[config.mk]
export PLATFORM = sky130hd
export DESIGN_NAME = adc_joystick_reader
export DESIGN_NICKNAME = d
export VERILOG_FILES = /design/src/rtl/adc_pkg.sv /design/src/rtl/adc_joystick_reader_sync2.sv /design/src/rtl/adc_joystick_reader.sv
export SDC_FILE = /design/constraint.sdc
export NUM_CORES = 1
export LEC_CHECK = 0
export CORE_UTILIZATION = 55
export CTS_BUF_LIST = sky130_fd_sc_hd__clkbuf_8
export DETAILED_ROUTE_END_ITERATION = 10
export GPL_TIMING_DRIVEN = 0
export HOLD_SLACK_MARGIN = 0.03
export PLACE_DENSITY_LB_ADDON = 0.08
export SLEW_MARGIN = 20
export SYNTH_ARGS = -nofsm -noshare
export SYNTH_HDL_FRONTEND = slang
export SYNTH_HIERARCHICAL = 1
export SYNTH_SLANG_ARGS = --single-unit
[constraint.sdc]
create_clock -name clk25 -period 5.54 [get_ports clk25]
set_input_delay 1.385 -clock clk25 [delete_from_list [all_inputs] [get_ports clk25]]
set_output_delay 1.385 -clock clk25 [all_outputs]
set_load 0.02 [all_outputs]
[src/rtl/adc_pkg.sv]
// Shared types and constants for the MCP3202 joystick reader.
package adc_pkg;

  typedef enum logic [1:0] {
    CS_HI = 2'd0,
    SETUP = 2'd1,
    SHIFT = 2'd2,
    DONE  = 2'd3
  } adc_state_e;

  localparam logic [11:0] ADC_MID        = 12'd2048;
  localparam int          NUM_SCLK       = 17;
  localparam int          FIRST_DATA_BIT = 6;
  localparam int          BIT_W          = $clog2(NUM_SCLK + 1);

  localparam logic CMD_START = 1'b1;
  localparam logic CMD_SGL   = 1'b1;
  localparam logic CMD_MSBF  = 1'b1;

  // Command bit presented on DIN during SCLK period k; zero once the command is sent.
  function automatic logic cmd_bit(input logic [BIT_W-1:0] k, input logic ch);
    logic b;
    b = 1'b0;
    case (k)
      BIT_W'(1): b = CMD_START;
      BIT_W'(2): b = CMD_SGL;
      BIT_W'(3): b = ch;
      BIT_W'(4): b = CMD_MSBF;
      default:   b = 1'b0;
    endcase
    return b;
  endfunction

endpackage

[src/rtl/adc_joystick_reader_sync2.sv]
// Generic two-flop synchronizer for asynchronous inputs.
module sync2 #(
  parameter int W = 1
) (
  input  logic         clk,
  input  logic         rst,
  input  logic [W-1:0] d,
  output logic [W-1:0] q
);

  logic [W-1:0] meta_q;
  logic [W-1:0] sync_q;

  always_ff @(posedge clk) begin
    if (rst) begin
      meta_q <= '0;
      sync_q <= '0;
    end else begin
      meta_q <= d;
      sync_q <= meta_q;
    end
  end

  assign q = sync_q;

endmodule

[src/rtl/adc_joystick_reader.sv]
// SPI master that alternately converts MCP3202 channels 0 and 1 and
// publishes the latest joystick readings as CH0/CH1.
module adc_joystick_reader
  import adc_pkg::*;
#(
  parameter int SCLK_HALF = 13,
  parameter int CS_SETUP  = 3,
  parameter int CS_HIGH   = 13
) (
  input  logic        clk25,
  input  logic        rst,
  input  logic        en,
  input  logic        adc_miso,
  output logic        adc_cs_n,
  output logic        adc_sclk,
  output logic        adc_mosi,
  output logic [11:0] CH0,
  output logic [11:0] CH1,
  output logic        sample_valid,
  output logic        sample_ch
);

  localparam int PERIOD    = 2 * SCLK_HALF;
  localparam int CNT_MAX_A = (PERIOD > CS_HIGH) ? PERIOD - 1 : CS_HIGH - 1;
  localparam int CNT_MAX   = (CNT_MAX_A > CS_SETUP - 1) ? CNT_MAX_A : CS_SETUP - 1;
  localparam int CNT_W     = $clog2(CNT_MAX + 1);

  localparam logic [CNT_W-1:0] HIGH_M1   = CNT_W'(CS_HIGH - 1);
  localparam logic [CNT_W-1:0] SETUP_M1  = CNT_W'(CS_SETUP - 1);
  localparam logic [CNT_W-1:0] HALF      = CNT_W'(SCLK_HALF);
  localparam logic [CNT_W-1:0] HALF_M1   = CNT_W'(SCLK_HALF - 1);
  localparam logic [CNT_W-1:0] PERIOD_M1 = CNT_W'(PERIOD - 1);
  localparam logic [BIT_W-1:0] LAST_BIT  = BIT_W'(NUM_SCLK);
  localparam logic [BIT_W-1:0] FIRST_BIT = BIT_W'(FIRST_DATA_BIT);

  adc_state_e       state_q, state_d;
  logic [CNT_W-1:0] cnt_q, cnt_d;
  logic [BIT_W-1:0] bit_q, bit_d;
  logic             ch_q, ch_d;
  logic [11:0]      shreg_q, shreg_d;
  logic [11:0]      ch0_q, ch0_d;
  logic [11:0]      ch1_q, ch1_d;
  logic             valid_q, valid_d;
  logic             sample_ch_q, sample_ch_d;
  logic             cs_n_q, cs_n_d;
  logic             sclk_q, sclk_d;
  logic             mosi_q, mosi_d;
  logic             miso_s;

  sync2 #(.W(1)) u_miso_sync (
    .clk (clk25),
    .rst (rst),
    .d   (adc_miso),
    .q   (miso_s)
  );

  always_comb begin
    state_d     = state_q;
    cnt_d       = cnt_q;
    bit_d       = bit_q;
    ch_d        = ch_q;
    shreg_d     = shreg_q;
    ch0_d       = ch0_q;
    ch1_d       = ch1_q;
    valid_d     = 1'b0;
    sample_ch_d = sample_ch_q;

    case (state_q)
      CS_HI: begin
        if (cnt_q == HIGH_M1) begin
          if (en) begin
            state_d = SETUP;
            cnt_d   = '0;
          end
        end else begin
          cnt_d = cnt_q + CNT_W'(1);
        end
      end
      SETUP: begin
        if (cnt_q == SETUP_M1) begin
          state_d = SHIFT;
          cnt_d   = '0;
          bit_d   = BIT_W'(1);
        end else begin
          cnt_d = cnt_q + CNT_W'(1);
        end
      end
      SHIFT: begin
        // Sample on the last high cycle; the null bit and command slots are skipped.
        if (cnt_q == HALF_M1 && bit_q >= FIRST_BIT) begin
          shreg_d = {shreg_q[10:0], miso_s};
        end
        if (cnt_q == PERIOD_M1) begin
          cnt_d = '0;
          if (bit_q == LAST_BIT) begin
            state_d     = DONE;
            valid_d     = 1'b1;
            sample_ch_d = ch_q;
            if (ch_q) ch1_d = shreg_q;
            else      ch0_d = shreg_q;
          end else begin
            bit_d = bit_q + BIT_W'(1);
          end
        end else begin
          cnt_d = cnt_q + CNT_W'(1);
        end
      end
      DONE: begin
        state_d = CS_HI;
        cnt_d   = '0;
        ch_d    = ~ch_q;
      end
      default: begin
        state_d = CS_HI;
        cnt_d   = '0;
      end
    endcase

    // Pin values are derived from the next state so they are registered with it.
    cs_n_d = 1'b1;
    sclk_d = 1'b0;
    mosi_d = 1'b0;
    case (state_d)
      SETUP: begin
        cs_n_d = 1'b0;
        mosi_d = CMD_START;
      end
      SHIFT: begin
        cs_n_d = 1'b0;
        sclk_d = (cnt_d < HALF);
        mosi_d = (cnt_d < HALF) ? cmd_bit(bit_d, ch_d) : cmd_bit(bit_d + BIT_W'(1), ch_d);
      end
      default: begin
        cs_n_d = 1'b1;
      end
    endcase
  end

  always_ff @(posedge clk25) begin
    if (rst) begin
      state_q     <= CS_HI;
      cnt_q       <= '0;
      bit_q       <= '0;
      ch_q        <= 1'b0;
      shreg_q     <= '0;
      ch0_q       <= ADC_MID;
      ch1_q       <= ADC_MID;
      valid_q     <= 1'b0;
      sample_ch_q <= 1'b0;
      cs_n_q      <= 1'b1;
      sclk_q      <= 1'b0;
      mosi_q      <= 1'b0;
    end else begin
      state_q     <= state_d;
      cnt_q       <= cnt_d;
      bit_q       <= bit_d;
      ch_q        <= ch_d;
      shreg_q     <= shreg_d;
      ch0_q       <= ch0_d;
      ch1_q       <= ch1_d;
      valid_q     <= valid_d;
      sample_ch_q <= sample_ch_d;
      cs_n_q      <= cs_n_d;
      sclk_q      <= sclk_d;
      mosi_q      <= mosi_d;
    end
  end

  assign adc_cs_n     = cs_n_q;
  assign adc_sclk     = sclk_q;
  assign adc_mosi     = mosi_q;
  assign CH0          = ch0_q;
  assign CH1          = ch1_q;
  assign sample_valid = valid_q;
  assign sample_ch    = sample_ch_q;

endmodule

==> flow_metrics.env, run 1 <==
export IMPL_drc=4
export IMPL_globalplace_congestion=0.8392
export IMPL_ir_worst_vdd_v=0.0002198
export IMPL_drive_above_1_share=0.04956
export IMPL_area_delta_synth_final_pct=17.95
export IMPL_clk_pin_slew_ps=90
export IMPL_cpMostUsedCell="nand2_1"
export IMPL_ys_warn_count=6
export IMPL_clockBufferDepth=2
export IMPL_p_seq_frac=0.628
export IMPL_n_antenna_cell=0
export IMPL_dr_pass1_iters=7
export IMPL_syn_area_per_cell_sq_um=8.483
export IMPL_multi_input_area_sq_mm=0.001328
export IMPL_synth_fa_ha_area_frac=0.06793
export IMPL_numClockSinks=56
export IMPL_finalSetupViolCount=0
export IMPL_final_cells=395
export IMPL_regArea_sq_mm=0.001121
export IMPL_slew_viol_final=0
export IMPL_postCtsSetupRepairBufs=0
export IMPL_hold_buffers=0
export IMPL_cts_root_buf="clkbuf_8"
export IMPL_fp_dieW_microns=70.48
export IMPL_place_port_buffers=32
export IMPL_ys_seq_elements=56
export IMPL_synth_simple_area_share=0.2300
export IMPL_track_usage=0.2383
export IMPL_avgViaCountPerCell=5.577
export IMPL_worst_pin_slew_ps=661.3
export IMPL_crit_path_max_fanout=5
export IMPL_core_area_sq_mm=0.004444
export IMPL_ys_types=45
export IMPL_leakage_uw=0.001139
export IMPL_place_inst=388
export IMPL_syn_area_sq_mm=0.002579
export IMPL_synthArstFlopShare=0
export IMPL_endpoint_kind="register"
export IMPL_path_cells="clkdlybuf4s50_1, nand2_1, nand2_1, nand2_1, o21ai_0, inv_1, ha_1, nor2_1, nand4_1, a221oi_1, a22o_1"
export IMPL_clock_skew_ps=8.044
export IMPL_cp_start_kind="input port"
export IMPL_finalCritPeriodShare=0.5730
export IMPL_post_cts_resized=0
export IMPL_synth_nets=322
export IMPL_cell_internal_pwr_uw=502.1
export IMPL_cts_max_level=2
export IMPL_relSlewSlack=0.5534
export IMPL_hold_path_class="register to register"
export IMPL_cpPeakStageDelay_ps=570
export IMPL_drt_total_wl_microns=5611
export IMPL_powerDensity_mw_per_mm2=213.1
export IMPL_boundaryPins=33
export IMPL_synthXorXnorAreaFrac=0.01359
export IMPL_fmaxAchievable_mhz=315.0
export IMPL_grt_max_degree=16
export IMPL_violations="DRC"
export IMPL_fin_crit_ps=3174
export IMPL_antenna_left=0
export IMPL_numCtsBuffers=5
export IMPL_hpwl_microns=3913
export IMPL_slowest_stage="clkdlybuf4s50_1"
export IMPL_outcome="complete, but fails checks"
export IMPL_initial_core_util=0.5802
export IMPL_p_sw_frac=0.2254
export IMPL_worstSetupPathType="input port to register"
export IMPL_clk_latency_ps=310
export IMPL_synth_compound_area_frac=0.1490
export IMPL_arrival_ps=3420
export IMPL_synth_edff_count=0
export IMPL_synth_top_family_by_area="simple AND/OR/NAND/NOR gates"
export IMPL_p_comb_frac=0.049
export IMPL_grt_pass1_wl_microns=9259
export IMPL_setup_tns_ps=0
export IMPL_die_h_microns=70.48
export IMPL_grt_setup_unrepaired="no"
export IMPL_hold_viol=0
export IMPL_worstPathRequired_ps=5790
export IMPL_drt_iter0_markers=151
export IMPL_antenna_found_initial=0
export IMPL_cts_tree="done"
export IMPL_overflow=0
export IMPL_synthFlopType="dfxtp_1"
export IMPL_grt_pass1_vias=1948
export IMPL_row_count=24
export IMPL_pwr_share_clk=0.322
export IMPL_yosysSeqAreaShare=0.4347
export IMPL_nets=361
export IMPL_post_drt_wl_per_cell_microns=14.21
export IMPL_maxCapViolCount=0
export IMPL_fillers=394
export IMPL_holdWs_ps=455.7
export IMPL_vias=2203
export IMPL_fin_util=0.6844
export IMPL_die_area_sq_mm=0.004967
export IMPL_syn_inst=304
export IMPL_muxShareOfSynthArea=0.05434
export IMPL_p_sw_uw=146.1
-- critical path, delay by kind of cell --
kind / cells / cell delay [ps]
compound gates: 3 / 600
buf+inv: 2 / 650
simple gates: 5 / 510
fa+ha+maj: 1 / 280
-- worst paths after layout --
kind,cells past startpoint,end,startpoint,slack [ps]
min,2,CH0[3]$_SDFFE_PP0P_,CH0[3]$_SDFFE_PP0P_,460
max reg2reg,11,adc_mosi$_SDFF_PP0_,bit_q[0]$_SDFF_PP0_,2670
min reg2reg,2,CH0[3]$_SDFFE_PP0P_,CH0[3]$_SDFFE_PP0P_,460
max,11,adc_mosi$_SDFF_PP0_,en,2370
-- through the flow --
stage / worst slack (ps) / instance area, sq um / total power, uW
finish: 2366 / 3042 / 648.2
global route: 2181 / 3042 / 670.3
CTS: 2397 / 3042 / 648.5
detailed placement: 2093 / 2964 / 448.4
global placement: 2078 / 2964 / 447.2
floorplan: 2883 / 2579 / 438.4
-- area by class of cell --
class,instances,area share
multi-input combinational,217,0.4364
sequential,56,0.3686
timing repair buffer,32,0.1053
buffer,17,0.02550
clock buffer,5,0.02262
tap,52,0.02139
inverter,14,0.01728
clock inverter,2,0.002879
-- power groups by stage --
stage / logic [uW] / clock network, uW / registers [uW]
6_report: 32.0 / 209 / 407
4_1_cts: 31.8 / 209 / 407
2_1_floorplan: 22.4 / 0 / 416
5_1_grt: 35.2 / 227 / 408
3_3_place_gp: 30.6 / 0 / 417
3_5_place_dp: 31.7 / 0 / 417
-- flip-flops by register name (all words and copies together) (netlist names), 2 cells and up --
name	flops
shreg_q	12
cnt_q	5
CH1	12
state_q	2
CH0	12
bit_q	5
-- cell usage in the layout, fill, tap and decap left out, types with 3 or more instances in the layout --
cell type	instances
a21oi_1	28
buf_2	5
clkbuf_1	11
clkbuf_8	5
clkdlybuf4s50_1	32
dfxtp_1	56
ha_1	14
inv_1	15
mux2i_1	14
nand2_1	63
nand2b_1	6
nand3_1	6
nand3b_1	3
nor2_1	28
nor2b_1	7
o21ai_0	8
-- synth_stat cells, types with 2 or more instances --
| master | number | area share |
|---|---|---|
| a211oi_2 | 2 | 0.0097 |
| a21oi_1 | 28 | 0.054 |
| a22oi_1 | 2 | 0.0058 |
| and3_1 | 2 | 0.0049 |
| and4b_1 | 2 | 0.0078 |
| buf_2 | 5 | 0.0097 |
| clkbuf_1 | 11 | 0.016 |
| dfxtp_1 | 56 | 0.43 |
| ha_1 | 14 | 0.068 |
| inv_1 | 14 | 0.020 |
| mux2i_1 | 14 | 0.054 |
| nand2_1 | 63 | 0.092 |
| nand2b_1 | 6 | 0.015 |
| nand3_1 | 6 | 0.012 |
| nand3b_1 | 3 | 0.0087 |
| nand4b_1 | 2 | 0.0068 |
| nor2_1 | 28 | 0.041 |
| nor2b_1 | 7 | 0.017 |
| o211ai_1 | 2 | 0.0058 |
| o21ai_0 | 8 | 0.016 |
| o22ai_1 | 2 | 0.0049 |
| o41ai_1 | 2 | 0.0068 |
| xnor2_1 | 2 | 0.0068 |
| xor2_1 | 2 | 0.0068 |
-- logic make-up after synthesis --
| logic type | count (synthesis) |
|---|---|
| AOI/OAI and AO/OA | 59 |
| and+or+nand+nor | 126 |
| adders and majority gates | 14 |
| xor gates and xnor gates | 4 |
| muxes | 14 |
| DFF | 56 |
| buffers and inverters | 31 |
-- per-layer routing --
metal / part of all wire / GRT usage
met5: 0 / 0
met3: 0.047 / 0.05628
met1: 0.50 / 0.3361
met4: 0.0098 / 0.04762
met2: 0.45 / 0.3722
No activity file was read; power rests on OpenSTA's default activity.
==> inputs of run 2 (changes only) <==
--- a/config.mk
+++ b/config.mk
@@ -5,7 +5,7 @@
 export SDC_FILE = /design/constraint.sdc
 export NUM_CORES = 1
 export LEC_CHECK = 0
-export CORE_UTILIZATION = 55
+export CORE_UTILIZATION = 51
 export CTS_BUF_LIST = sky130_fd_sc_hd__clkbuf_8
 export DETAILED_ROUTE_END_ITERATION = 10
 export GPL_TIMING_DRIVEN = 0
==> constraint.sdc (replaced) <==
create_clock -name clk25 -period 2.91 [get_ports clk25]
set_input_delay 0.7275 -clock clk25 [delete_from_list [all_inputs] [get_ports clk25]]
set_output_delay 0.7275 -clock clk25 [all_outputs]
set_load 0.02 [all_outputs]
==> run 2 against run 1 <==
  * Largest power group unchanged
  * Routed wire length down 2.0%
  * Global-route usage fell by 1.4 points
  * The run now ends clean
  * Highest routed layer unchanged
  * Clock skew up 7.6 ps
  * Register-to-register slack worse by 2400 ps
  * Worst hold slack worse by 0.89 ps
==> flow_metrics.env, run 2 (synthesized netlist as in run 1, its figures left out) <==
export IMPL_place_port_buffers=32
export IMPL_boundaryPins=33
export IMPL_worstPathRequired_ps=3150
export IMPL_powerDensity_mw_per_mm2=432.8
export IMPL_die_h_microns=73.11
export IMPL_p_comb_frac=0.045
export IMPL_worst_pin_slew_ps=708.2
export IMPL_grt_pass1_wl_microns=9156
export IMPL_worstSetupPathType="register to register"
export IMPL_cts_max_level=2
export IMPL_final_cell_mix="nand2_1 (63), dfxtp_1 (54), clkdlybuf4s50_1 (32)"
export IMPL_post_cts_resized=0
export IMPL_setup_tns_ps=0
export IMPL_fmaxAchievable_mhz=377.9
export IMPL_power_uw=1343
export IMPL_relSlewSlack=0.5217
export IMPL_fin_ws_ps=264.0
export IMPL_drive_above_1_share=0.06395
export IMPL_place_ws_ps=58.12
export IMPL_final_cells=411
export IMPL_cts_tree="done"
export IMPL_grt_pass1_vias=1911
export IMPL_hold_buffers=0
export IMPL_r2r_slack_ps=260
export IMPL_numCtsBuffers=5
export IMPL_die_area_sq_mm=0.005344
export IMPL_track_usage=0.2246
export IMPL_clk_pin_slew_ps=100
export IMPL_fp_dieW_microns=73.11
export IMPL_finalCritPeriodShare=0.9093
export IMPL_r2r_start="cnt_q[1]$_SDFF_PP0_"
export IMPL_fillers=412
export IMPL_p_seq_frac=0.577
export IMPL_r2r_end="adc_mosi$_SDFF_PP0_"
export IMPL_n_antenna_cell=0
export IMPL_finalSetupViolCount=0
export IMPL_outcome="finished, final reports clean"
export IMPL_clock_skew_ps=15.62
export IMPL_p_sw_uw=290.7
export IMPL_area_delta_synth_final_pct=20.33
export IMPL_final_common_cell="nand2_1"
export IMPL_dr_pass1_iters=4
export IMPL_avgViaCountPerCell=5.238
export IMPL_grt_max_degree=18
export IMPL_cts_root_buf="clkbuf_8"
export IMPL_multi_input_area_sq_mm=0.001333
export IMPL_drt_total_wl_microns=5500
export IMPL_pwr_share_clk=0.378
export IMPL_drc=0
export IMPL_row_count=25
export IMPL_endpoint_kind="register"
export IMPL_critPathCapture="adc_mosi$_SDFF_PP0_"
export IMPL_leakage_uw=0.001158
export IMPL_postCtsSetupRepairBufs=0
export IMPL_globalplace_congestion=0.8580
export IMPL_post_drt_wl_per_cell_microns=13.38
export IMPL_slew_viol_final=0
export IMPL_worstHoldPathCells=1
export IMPL_place_inst=403
export IMPL_hold_path_class="register to register"
export IMPL_overflow=0
export IMPL_core_area_sq_mm=0.004786
export IMPL_ff2ff_path_depth=12
export IMPL_antenna_found_initial=0
export IMPL_regArea_sq_mm=0.001124
export IMPL_arrival_ps=2890
export IMPL_drt_iter0_markers=139
export IMPL_vias=2153
export IMPL_cp_start_kind="register"
export IMPL_maxCapViolCount=0
export IMPL_nets=361
export IMPL_holdWs_ps=454.9
export IMPL_hpwl_microns=3902
export IMPL_clockBufferDepth=2
export IMPL_hold_viol=0
export IMPL_grt_setup_unrepaired="no"
export IMPL_clk_latency_ps=310
export IMPL_ir_worst_vdd_v=0.0004042
export IMPL_crit_path_max_fanout=6
export IMPL_numClockSinks=56
export IMPL_fin_crit_ps=2646
export IMPL_worstSetupStartpoint="cnt_q[1]$_SDFF_PP0_"
export IMPL_initial_core_util=0.5388
export IMPL_cell_internal_pwr_uw=1052
export IMPL_antenna_left=0
export IMPL_p_sw_frac=0.2164
run 2: cell count changes in the layout (fill, tap and decap cells not counted):
cell	delta
bufinv_16	+1
clkbuf_1	-1
clkinv_2	-1
dfxtp_1	-2
nand3_2	+1
o21ai_1	+2
o21ai_0	-2
dfxtp_2	+2
clkbuf_2	+1
inv_6	+1
nand3_1	-1
run 2: power groups by stage:
stage	Clock, uW	Combinational (uW)	Sequential (uW)
6_report	508	59.9	776
5_1_grt	544	67.1	777
4_1_cts	519	59.8	775
3_5_place_dp	0	59.4	793
3_3_place_gp	0	58.9	793
2_1_floorplan	0	42.7	792
run 2: layout make-up:
cell class,count,share of cell area
well taps,67,0.02702
inverters,14,0.01694
clock buffers,5,0.02218
plain buffers,17,0.02540
flip-flops and latches,56,0.3621
clock inverters,3,0.01371
repair buffers,32,0.1032
multi-input cells,217,0.4294
run 2: layer usage:
layer | wire length, microns | track usage | vias to the layer above
li1 | - | - | 1109
met5 | 0 | 0 | -
met4 | 59 | 0.06100 | 0
met2 | 2443 | 0.3344 | 52
met1 | 2745 | 0.3316 | 987
met3 | 252 | 0.04144 | 5
run 2: worst min-delay path by stage:
stage / startpoint / to / slack (ps)
after floorplan: u_miso_sync/meta_q$_SDFF_PP0_ / u_miso_sync/q$_SDFF_PP0_ / 410
after global routing: u_miso_sync/meta_q$_SDFF_PP0_ / u_miso_sync/q$_SDFF_PP0_ / 480
after global placement: u_miso_sync/meta_q$_SDFF_PP0_ / u_miso_sync/q$_SDFF_PP0_ / 420
final: u_miso_sync/meta_q$_SDFF_PP0_ / u_miso_sync/q$_SDFF_PP0_ / 450
after CTS: u_miso_sync/meta_q$_SDFF_PP0_ / u_miso_sync/q$_SDFF_PP0_ / 460
after detailed placement: u_miso_sync/meta_q$_SDFF_PP0_ / u_miso_sync/q$_SDFF_PP0_ / 430
run 2: per-stage QoR:
stage,util,cell area [sq um]
floorplan,-,2579
global placement,0.6233,2983
detailed placement,0.6233,2983
CTS,0.6465,3094
global route,0.6484,3103
finish,0.6484,3103
run 2: worst max-delay path: stages, from the launching register on:
cell and delay [ps]:
dfxtp_1 440, inv_1 90, ha_1 210, and4b_1 170
buf_2 160, nand3_2 150, o21ai_1 80, o32ai_1 230
ha_1 300, nor2_1 200, nand4_1 110, a221oi_1 240
a22o_1 180
==> inputs of run 3 (changes only) <==
--- a/config.mk
+++ b/config.mk
@@ -5,7 +5,8 @@
 export SDC_FILE = /design/constraint.sdc
 export NUM_CORES = 1
 export LEC_CHECK = 0
-export CORE_UTILIZATION = 51
+export ABC_AREA = 1
+export CORE_UTILIZATION = 52
 export CTS_BUF_LIST = sky130_fd_sc_hd__clkbuf_8
 export DETAILED_ROUTE_END_ITERATION = 10
 export GPL_TIMING_DRIVEN = 0
==> run 3 against run 2 <==
  * Sequential share of layout area shrank 0.65 points
  * Total power is 14% higher
  * Clock skew decreased by 10 ps
  * Largest power group unchanged
  * Flip-flop and latch count is the same
  * Worst setup slack better by 250 ps
==> flow_metrics.env, run 3 <==
export IMPL_final_cell_mix="nor2_1 (96), dfxtp_1 (56), nand2_1 (45)"
export IMPL_post_drt_wl_per_cell_microns=11.35
export IMPL_grt_pass1_wl_microns=9370
export IMPL_clk_pin_slew_ps=90
export IMPL_fillers=478
export IMPL_synth_edff_count=0
export IMPL_fin_ws_ps=516.8
export IMPL_fin_util=0.6545
export IMPL_yosysSeqAreaShare=0.4226
export IMPL_grt_pass1_vias=2082
export IMPL_grt_max_degree=16
export IMPL_grt_setup_unrepaired="no"
export IMPL_fin_crit_ps=2393
export IMPL_synth_nets=384
export IMPL_fp_dieW_microns=73.42
export IMPL_cts_tree="done"
export IMPL_clk_latency_ps=300
export IMPL_finalSetupViolCount=0
export IMPL_regArea_sq_mm=0.001121
export IMPL_synth_area_leaders="dfxtp_1 (42%), nor2_1 (14%), o21ai_0 (7.5%), ha_1 (6.6%), nand2_1 (6.4%)"
export IMPL_core_area_sq_mm=0.004817
export IMPL_cp_start_kind="register"
export IMPL_outcome="finished, final reports clean"
export IMPL_clockBufferDepth=2
export IMPL_endpoint_kind="register"
export IMPL_synthFlopType="dfxtp_1"
export IMPL_ir_worst_vdd_v=0.0003209
export IMPL_synthArstFlopShare=0
export IMPL_avgViaCountPerCell=4.847
export IMPL_antenna_left=0
export IMPL_syn_area_per_cell_sq_um=7.247
export IMPL_place_ws_ps=495.9
export IMPL_setup_tns_ps=0
export IMPL_fmaxAchievable_mhz=417.9
export IMPL_clock_skew_ps=5.321
export IMPL_powerDensity_mw_per_mm2=487.3
export IMPL_crit_buf_inv=3
export IMPL_track_usage=0.2233
export IMPL_overflow=0
export IMPL_n_antenna_cell=0
export IMPL_globalplace_congestion=0.8604
export IMPL_hold_path_class="register to register"
export IMPL_row_count=25
export IMPL_synth_largest_area_cell="dfxtp_1"
export IMPL_numClockSinks=56
export IMPL_ys_seq_elements=56
export IMPL_drc=0
export IMPL_hold_viol=0
export IMPL_syn_inst=366
export IMPL_yosysMostFrequentCell="nor2_1"
export IMPL_hold_buffers=0
export IMPL_vias=2288
export IMPL_worst_pin_slew_ps=514.1
export IMPL_holdWs_ps=408.3
export IMPL_worstSetupPathType="register to register"
export IMPL_cts_root_buf="clkbuf_8"
export IMPL_numCtsBuffers=5
export IMPL_path_cells="inv_1, ha_1, inv_1, a22oi_1, or2_2, nand2_1, inv_1, ha_1, or2_2, a21oi_2"
export IMPL_slowest_stage="dfxtp_1"
export IMPL_hpwl_microns=4044
export IMPL_antenna_found_initial=0
export IMPL_cts_max_level=2
export IMPL_final_common_cell="nor2_1"
export IMPL_maxCapViolCount=0
export IMPL_post_cts_resized=0
export IMPL_worstPathRequired_ps=3150
export IMPL_synthTopCellsByCount="nor2_1 (96), dfxtp_1 (56), nand2_1 (45)"
export IMPL_finalCritPeriodShare=0.8224
export IMPL_drive_above_1_share=0.1111
export IMPL_relSlewSlack=0.6547
export IMPL_cpPeakStageDelay_ps=420
export IMPL_area_delta_synth_final_pct=18.87
export IMPL_drt_iter0_markers=100
export IMPL_synth_top_area_share=0.4226
export IMPL_initial_core_util=0.5506
export IMPL_dr_pass1_iters=4
export IMPL_die_h_microns=73.42
export IMPL_die_area_sq_mm=0.005391
export IMPL_boundaryPins=33
export IMPL_crit_path_max_fanout=8
export IMPL_arrival_ps=2630
export IMPL_path_delay_family="simple AND/OR/NAND/NOR gates"
export IMPL_ys_types=30
export IMPL_cpMostUsedCell="inv_1"
export IMPL_drt_total_wl_microns=5355
export IMPL_ys_warn_count=6
export IMPL_multi_input_area_sq_mm=0.001305
export IMPL_postCtsSetupRepairBufs=0
export IMPL_place_port_buffers=32
export IMPL_syn_area_sq_mm=0.002653
export IMPL_leakage_uw=0.001486
export IMPL_slew_viol_final=0
export IMPL_nets=423
==> run 3: routing by layer <==
layer  GRT usage  vias up  part of all wire
met5           0        -                 0
met3     0.04938        4             0.032
met1      0.3231     1015              0.54
met2      0.3426       45              0.42
met4     0.04487        0            0.0071
li1            -     1224                 -
==> run 3: final timing paths <==
| check | startpoint | end | slack [ps] | cells after the start |
|---|---|---|---|---|
| worst min-delay path | u_miso_sync/meta_q$_SDFF_PP0_ | u_miso_sync/q$_SDFF_PP0_ | 410 | 2 |
| worst max register to register | state_q[0]$_SDFF_PP0_ | adc_mosi$_SDFF_PP0_ | 520 | 10 |
| worst max-delay path | state_q[0]$_SDFF_PP0_ | adc_mosi$_SDFF_PP0_ | 520 | 10 |
| worst min register to register | u_miso_sync/meta_q$_SDFF_PP0_ | u_miso_sync/q$_SDFF_PP0_ | 410 | 2 |
==> run 3: where the power goes <==
| part | leakage (uW) | internal (uW) | switching, uW |
|---|---|---|---|
| logic | 0.000983 | 102 | 179 |
| clock network | 0.0000503 | 212 | 225 |
| registers | 0.000452 | 788 | 29.9 |
| total | 0.00149 | 1100 | 434 |
==> run 3: logic make-up (layout without fill, tap and decap cells) <==
| family | after synthesis | in the layout | synth area share |
|---|---|---|---|
| simple gates | 187 | 187 | 0.3123 |
| flops | 56 | 56 | 0.4226 |
| buf+inv | 54 | 93 | 0.08537 |
| compound gates | 52 | 52 | 0.1038 |
| fa+ha+maj | 14 | 14 | 0.06604 |
| xor+xnor | 3 | 3 | 0.009907 |
==> run 3: final cells by class <==
cell class | count | share of cell area
Buffer | 12 | 0.02143
Clock buffer | 7 | 0.03056
Inverter | 42 | 0.05040
Multi-Input combinational cell | 256 | 0.4139
Sequential cell | 56 | 0.3556
Tap cell | 67 | 0.02659
Timing Repair Buffer | 32 | 0.1016
==> run 3: worst reg2reg max path, delay by kind of cell, from the launching register on <==
kind            cells  cell delay (ps)
compound gates      2              230
fa+ha+maj           2              560
buf+inv             3              420
flops               1              420
simple gates        3              720
==> run 3: stage by stage <==
step,area [sq um],total power [uW],instances
global placement,3057,1111,465
global route,3153,1623,472
finish,3153,1537,472
floorplan,2653,1055,366
detailed placement,3057,1117,465
CTS,3153,1550,472
